### src/rtl/mef_embalagem.sv
// Packing-station controller: fills boxes with approved bottles, seals and pushes them onto a
// pallet, buffering bottles that arrive while no box can take them.
module mef_embalagem #(
  parameter int unsigned GARRAFAS_POR_CAIXA = 12,
  parameter int unsigned CAIXAS_POR_PALETE  = 10,
  parameter int unsigned TIMEOUT_LACRE      = 8,
  parameter int unsigned BUF_MAX            = 2
) (
  input  logic       clk,
  input  logic       reset,
  input  logic       garrafa_ok,
  input  logic       caixa_presente,
  input  logic       lacre_done,
  input  logic       palete_troca,
  output logic       pede_caixa,
  output logic       lacrar,
  output logic       empurrar,
  output logic       palete_cheio,
  output logic       bloquear,
  output logic       alarme,
  output logic [3:0] cont_garrafas,
  output logic [3:0] cont_caixas
);

  localparam int unsigned BufW = (BUF_MAX < 1) ? 1 : $clog2(BUF_MAX + 1);

  localparam logic [3:0]      GarrafasMax = 4'(GARRAFAS_POR_CAIXA);
  localparam logic [3:0]      CaixasMax   = 4'(CAIXAS_POR_PALETE);
  localparam logic [3:0]      TimerLast   = 4'(TIMEOUT_LACRE - 1);
  localparam logic [BufW-1:0] BufMax      = BufW'(BUF_MAX);

  typedef enum logic [2:0] {
    StEsperaCaixa,
    StEnchendo,
    StLacrando,
    StEmpurrando,
    StPaleteCheio,
    StErro
  } state_e;

  state_e          state_q, state_d;
  logic [3:0]      garrafas_q, garrafas_d;
  logic [3:0]      caixas_q, caixas_d;
  logic [3:0]      timer_q, timer_d;
  logic [BufW-1:0] buf_q, buf_d;

  logic fill, drain, direct, stored, lost, fault;

  always_comb begin
    state_d    = state_q;
    garrafas_d = garrafas_q;
    caixas_d   = caixas_q;
    timer_d    = timer_q;
    buf_d      = buf_q;

    // A bottle enters the box only while the box is really at the station.
    fill   = (state_q == StEnchendo) && caixa_presente;
    drain  = fill && (buf_q != '0);
    direct = fill && (buf_q == '0) && garrafa_ok;
    stored = garrafa_ok && !direct && (state_q != StErro);
    lost   = stored && !drain && (buf_q == BufMax);
    fault  = lost || ((state_q == StEnchendo) && !caixa_presente);

    if (fault) begin
      state_d = StErro;
    end else begin
      if (stored && !drain) begin
        buf_d = buf_q + 1'b1;
      end else if (drain && !stored) begin
        buf_d = buf_q - 1'b1;
      end

      unique case (state_q)
        StEsperaCaixa: begin
          if (caixa_presente) state_d = StEnchendo;
        end
        StEnchendo: begin
          if (drain || direct) begin
            garrafas_d = garrafas_q + 4'd1;
            if (garrafas_q + 4'd1 == GarrafasMax) begin
              state_d = StLacrando;
              timer_d = 4'd0;
            end
          end
        end
        StLacrando: begin
          // lacre_done wins over a timeout on the same cycle.
          if (lacre_done) begin
            state_d = StEmpurrando;
          end else if (timer_q == TimerLast) begin
            state_d = StErro;
          end else begin
            timer_d = timer_q + 4'd1;
          end
        end
        StEmpurrando: begin
          garrafas_d = 4'd0;
          caixas_d   = caixas_q + 4'd1;
          state_d    = (caixas_q + 4'd1 == CaixasMax) ? StPaleteCheio : StEsperaCaixa;
        end
        StPaleteCheio: begin
          if (palete_troca) begin
            state_d  = StEsperaCaixa;
            caixas_d = 4'd0;
          end
        end
        StErro: state_d = StErro;
        default: state_d = StErro;
      endcase
    end
  end

  always_ff @(posedge clk) begin
    if (reset) begin
      state_q    <= StEsperaCaixa;
      garrafas_q <= 4'd0;
      caixas_q   <= 4'd0;
      timer_q    <= 4'd0;
      buf_q      <= '0;
    end else begin
      state_q    <= state_d;
      garrafas_q <= garrafas_d;
      caixas_q   <= caixas_d;
      timer_q    <= timer_d;
      buf_q      <= buf_d;
    end
  end

  always_comb begin
    pede_caixa    = (state_q == StEsperaCaixa);
    lacrar        = (state_q == StLacrando);
    empurrar      = (state_q == StEmpurrando);
    palete_cheio  = (state_q == StPaleteCheio);
    alarme        = (state_q == StErro);
    bloquear      = (state_q == StErro) || (buf_q == BufMax);
    cont_garrafas = garrafas_q;
    cont_caixas   = caixas_q;
  end

endmodule

### config.mk
export PLATFORM = sky130hd
export DESIGN_NAME = mef_embalagem
export DESIGN_NICKNAME = d
export VERILOG_FILES = /design/src/rtl/mef_embalagem.sv
export SDC_FILE = /design/constraint.sdc
export NUM_CORES = 1
export LEC_CHECK = 0
export ABC_AREA = 1
export BUFFER_PORTS_ARGS = -buffer_cell sky130_fd_sc_hd__buf_2
export CORE_MARGIN = 4
export CORE_UTILIZATION = 38
export CTS_CLUSTER_SIZE = 14
export DETAILED_ROUTE_END_ITERATION = 16
export GPL_TIMING_DRIVEN = 0
export PLACE_DENSITY = 0.69
export SLEW_MARGIN = 5
export SYNTH_ARGS = -nofsm -noshare
export SYNTH_HDL_FRONTEND = slang
export SYNTH_SLANG_ARGS = --single-unit
export TNS_END_PERCENT = 1
### constraint.sdc
create_clock -name clk -period 2.5 [get_ports clk]
set_input_delay 0.5 -clock clk [delete_from_list [all_inputs] [get_ports clk]]
set_output_delay 0.5 -clock clk [all_outputs]
set_load 0.02 [all_outputs]
==> flow_metrics.env <==
export IMPL_path_clk_slew_ns=0.11
export IMPL_cts_resized=0
export IMPL_antenna_found_initial=0
export IMPL_skew_ns=0.00944
export IMPL_cts_buffers=3
export IMPL_hold_ws_ns=0.498
export IMPL_drtAntennaViolNets=0
export IMPL_fin_area_um2=1330
export IMPL_grt_total_usage_pct=13.5
export IMPL_syn2layout_area_growth_pct=13.9
export IMPL_cts_setup_buffers=0
export IMPL_vias=1098
export IMPL_dpl_cell_area_um2=1300
export IMPL_min_to="cont_caixas[3]"
export IMPL_viasPerCell=4.73
export IMPL_required_ns=2.71
export IMPL_final_nets=214
export IMPL_rr_endpoint="cont_caixas[1]"
export IMPL_die_area_um2=4020
export IMPL_max_slew_margin_pct=71.7
export IMPL_period_needed_ns=2.27
export IMPL_core_area_um2=2850
export IMPL_synthTopCellsByCount="nand2_1, nor2_1, inv_1"
export IMPL_yosysSeqAreaShare_pct=29.2
export IMPL_yosys_register_bits=17
export IMPL_crit_fanout=6
export IMPL_ir_drop_v=0.000555
export IMPL_clkSinkCount=17
export IMPL_syn_inst=178
export IMPL_ys_types=28
export IMPL_drv_cap=0
export IMPL_first_pass_iters=4
export IMPL_p_total_mw=1.34
export IMPL_grt_pass1_wl_mm=4.37
export IMPL_worstMarginPinSlew_ns=0.424
export IMPL_dp_hpwl_mm=1.97
export IMPL_setup_viol_count_final=0
export IMPL_dp_slack_ns=0.260
export IMPL_status="finished, final reports clean"
export IMPL_arrival_ns=2.48
export IMPL_placedCellCount=228
export IMPL_die_width_um=63.4
export IMPL_crit_path_start_kind="register"
export IMPL_antenna_cells=0
export IMPL_r2r_cells=11
export IMPL_port_buffers=19
export IMPL_min_path_type="reg -> reg"
export IMPL_worstHoldStart="cont_caixas[3]"
export IMPL_power_leakage_nw=0.657
export IMPL_synth_top_area_share_pct=29.2
export IMPL_holdPathStages=2
export IMPL_cts_hold_buf=0
export IMPL_synthFlopType="dfxtp_1"
export IMPL_wl_per_cell_um=10.9
export IMPL_drv_slew=0
export IMPL_ios=20
export IMPL_yosysTopAreaCell="dfxtp_1"
export IMPL_synth_most_common_cell="nand2_1"
export IMPL_gp_congestion=0.815
export IMPL_async_flop_share_pct=0
export IMPL_timing_final_crit_share_pct=91.0
export IMPL_utilization_pct=46.5
export IMPL_synthTopCellsByArea="dfxtp_1, nand2_1, nor2_1, nand3_1, inv_1"
export IMPL_final_hold_violation_count=0
export IMPL_finalWorstSetupSlack_ns=0.225
export IMPL_grt_max_degree=11
export IMPL_htreeDepth=1
export IMPL_grt_pass1_vias=1024
export IMPL_worstSetupPathType="reg -> reg"
export IMPL_final_cells=232
export IMPL_synth_avg_cell_area_um2=6.54
export IMPL_cts_buffer_depth=2
export IMPL_num_rows=19
export IMPL_syn_area_um2=1160
export IMPL_r2r_slack_ns=0.23
export IMPL_power_density_nw_per_um2=1010
export IMPL_cts_tree="built"
export IMPL_drt_initial_drc_count=34
export IMPL_endpoint_kind="register"
export IMPL_synth_edf_count=0
export IMPL_syn_nets=190
export IMPL_wl_mm=2.52
export IMPL_die_y_um=63.4
export IMPL_rsz0062_at_grt="no"
export IMPL_yosysWarnings=0
export IMPL_r2r_start="state_q[2]"
export IMPL_grt_overflow_total=0
export IMPL_achievable_frequency_mhz=440
export IMPL_drive_gt1_share_pct=23.4
export IMPL_initial_core_util_pct=40.8
export IMPL_drc=0
export IMPL_fin_tns_setup_ns=0
export IMPL_cts_root_buf="clkbuf_4"
export IMPL_clk_latency_ns=0.30
per-layer routing:
metal,up-vias,GRT usage (%),share of wire (%)
met5,-,0,0
met4,0,2.43,0.55
met3,2,4.97,6.6
met2,27,21.4,43
met1,454,17.6,50
li1,615,-,-
worst max-delay path: stages (launching register included):
cell,delay [ns]
dfxtp_1,0.52
inv_2,0.12
nor3_1,0.30
inv_1,0.10
nand3_1,0.09
inv_1,0.04
ha_1,0.21
nand3_1,0.20
o21ai_2,0.13
nor2_1,0.23
o22ai_1,0.10
and2_1,0.14
how the worst max path moves through the flow:
stage                    start              to  slack, ns  cells after the start
CTS                 state_q[2]  cont_caixas[1]       0.23                     11
floorplan           state_q[2]  cont_caixas[1]       0.18                     11
finish              state_q[2]  cont_caixas[1]       0.23                     11
global placement    state_q[2]  cont_caixas[1]       0.25                     11
global route        state_q[2]        buf_q[1]       0.01                     13
detailed placement  state_q[2]  cont_caixas[1]       0.26                     11
area by class of cell:
class	instances	area (um2)
Sequential cell	17	340
Inverter	27	101
Buffer	2	20.0
Fill cell	304	1530
Clock inverter	1	5.00
Clock buffer	3	22.5
Timing Repair Buffer	19	95.1
Multi-Input combinational cell	132	703
Tap cell	31	38.8
report_power, final:
| group | internal, mW | switching, mW |
|---|---|---|
| Combinational | 0.265 | 0.487 |
| Clock | 0.0597 | 0.0923 |
| Sequential | 0.342 | 0.0888 |
| Total | 0.667 | 0.668 |
cell usage in the layout, fill, tap and decap left out, drive strengths merged, types with 2 or more instances in the layout:
cell / n
nor2: 32
nand2: 40
dfxtp: 17
nand4: 4
xor2: 2
nor3: 4
buf: 20
nand3: 19
or2: 3
ha: 6
inv: 27
o21ai: 6
a21oi: 12
clkbuf: 3
cells by family (layout without fill, tap and decap cells):
kind of cell / after synthesis / count (layout) / share of synthesized area, %
simple gates: 104 / 104 / 41.9
xor+xnor: 2 / 2 / 1.50
flops: 17 / 17 / 29.2
compound gates: 20 / 20 / 10.5
buf+inv: 29 / 52 / 10.4
fa+ha+maj: 6 / 6 / 6.44
sequential cells by signal, summed over array words and instances, names as in the netlist:
| name | count |
|---|---|
| cont_garrafas | 4 |
| buf_q | 2 |
| timer_q | 4 |
| state_q | 3 |
| cont_caixas | 4 |
Power figures use the tool's default switching activity.
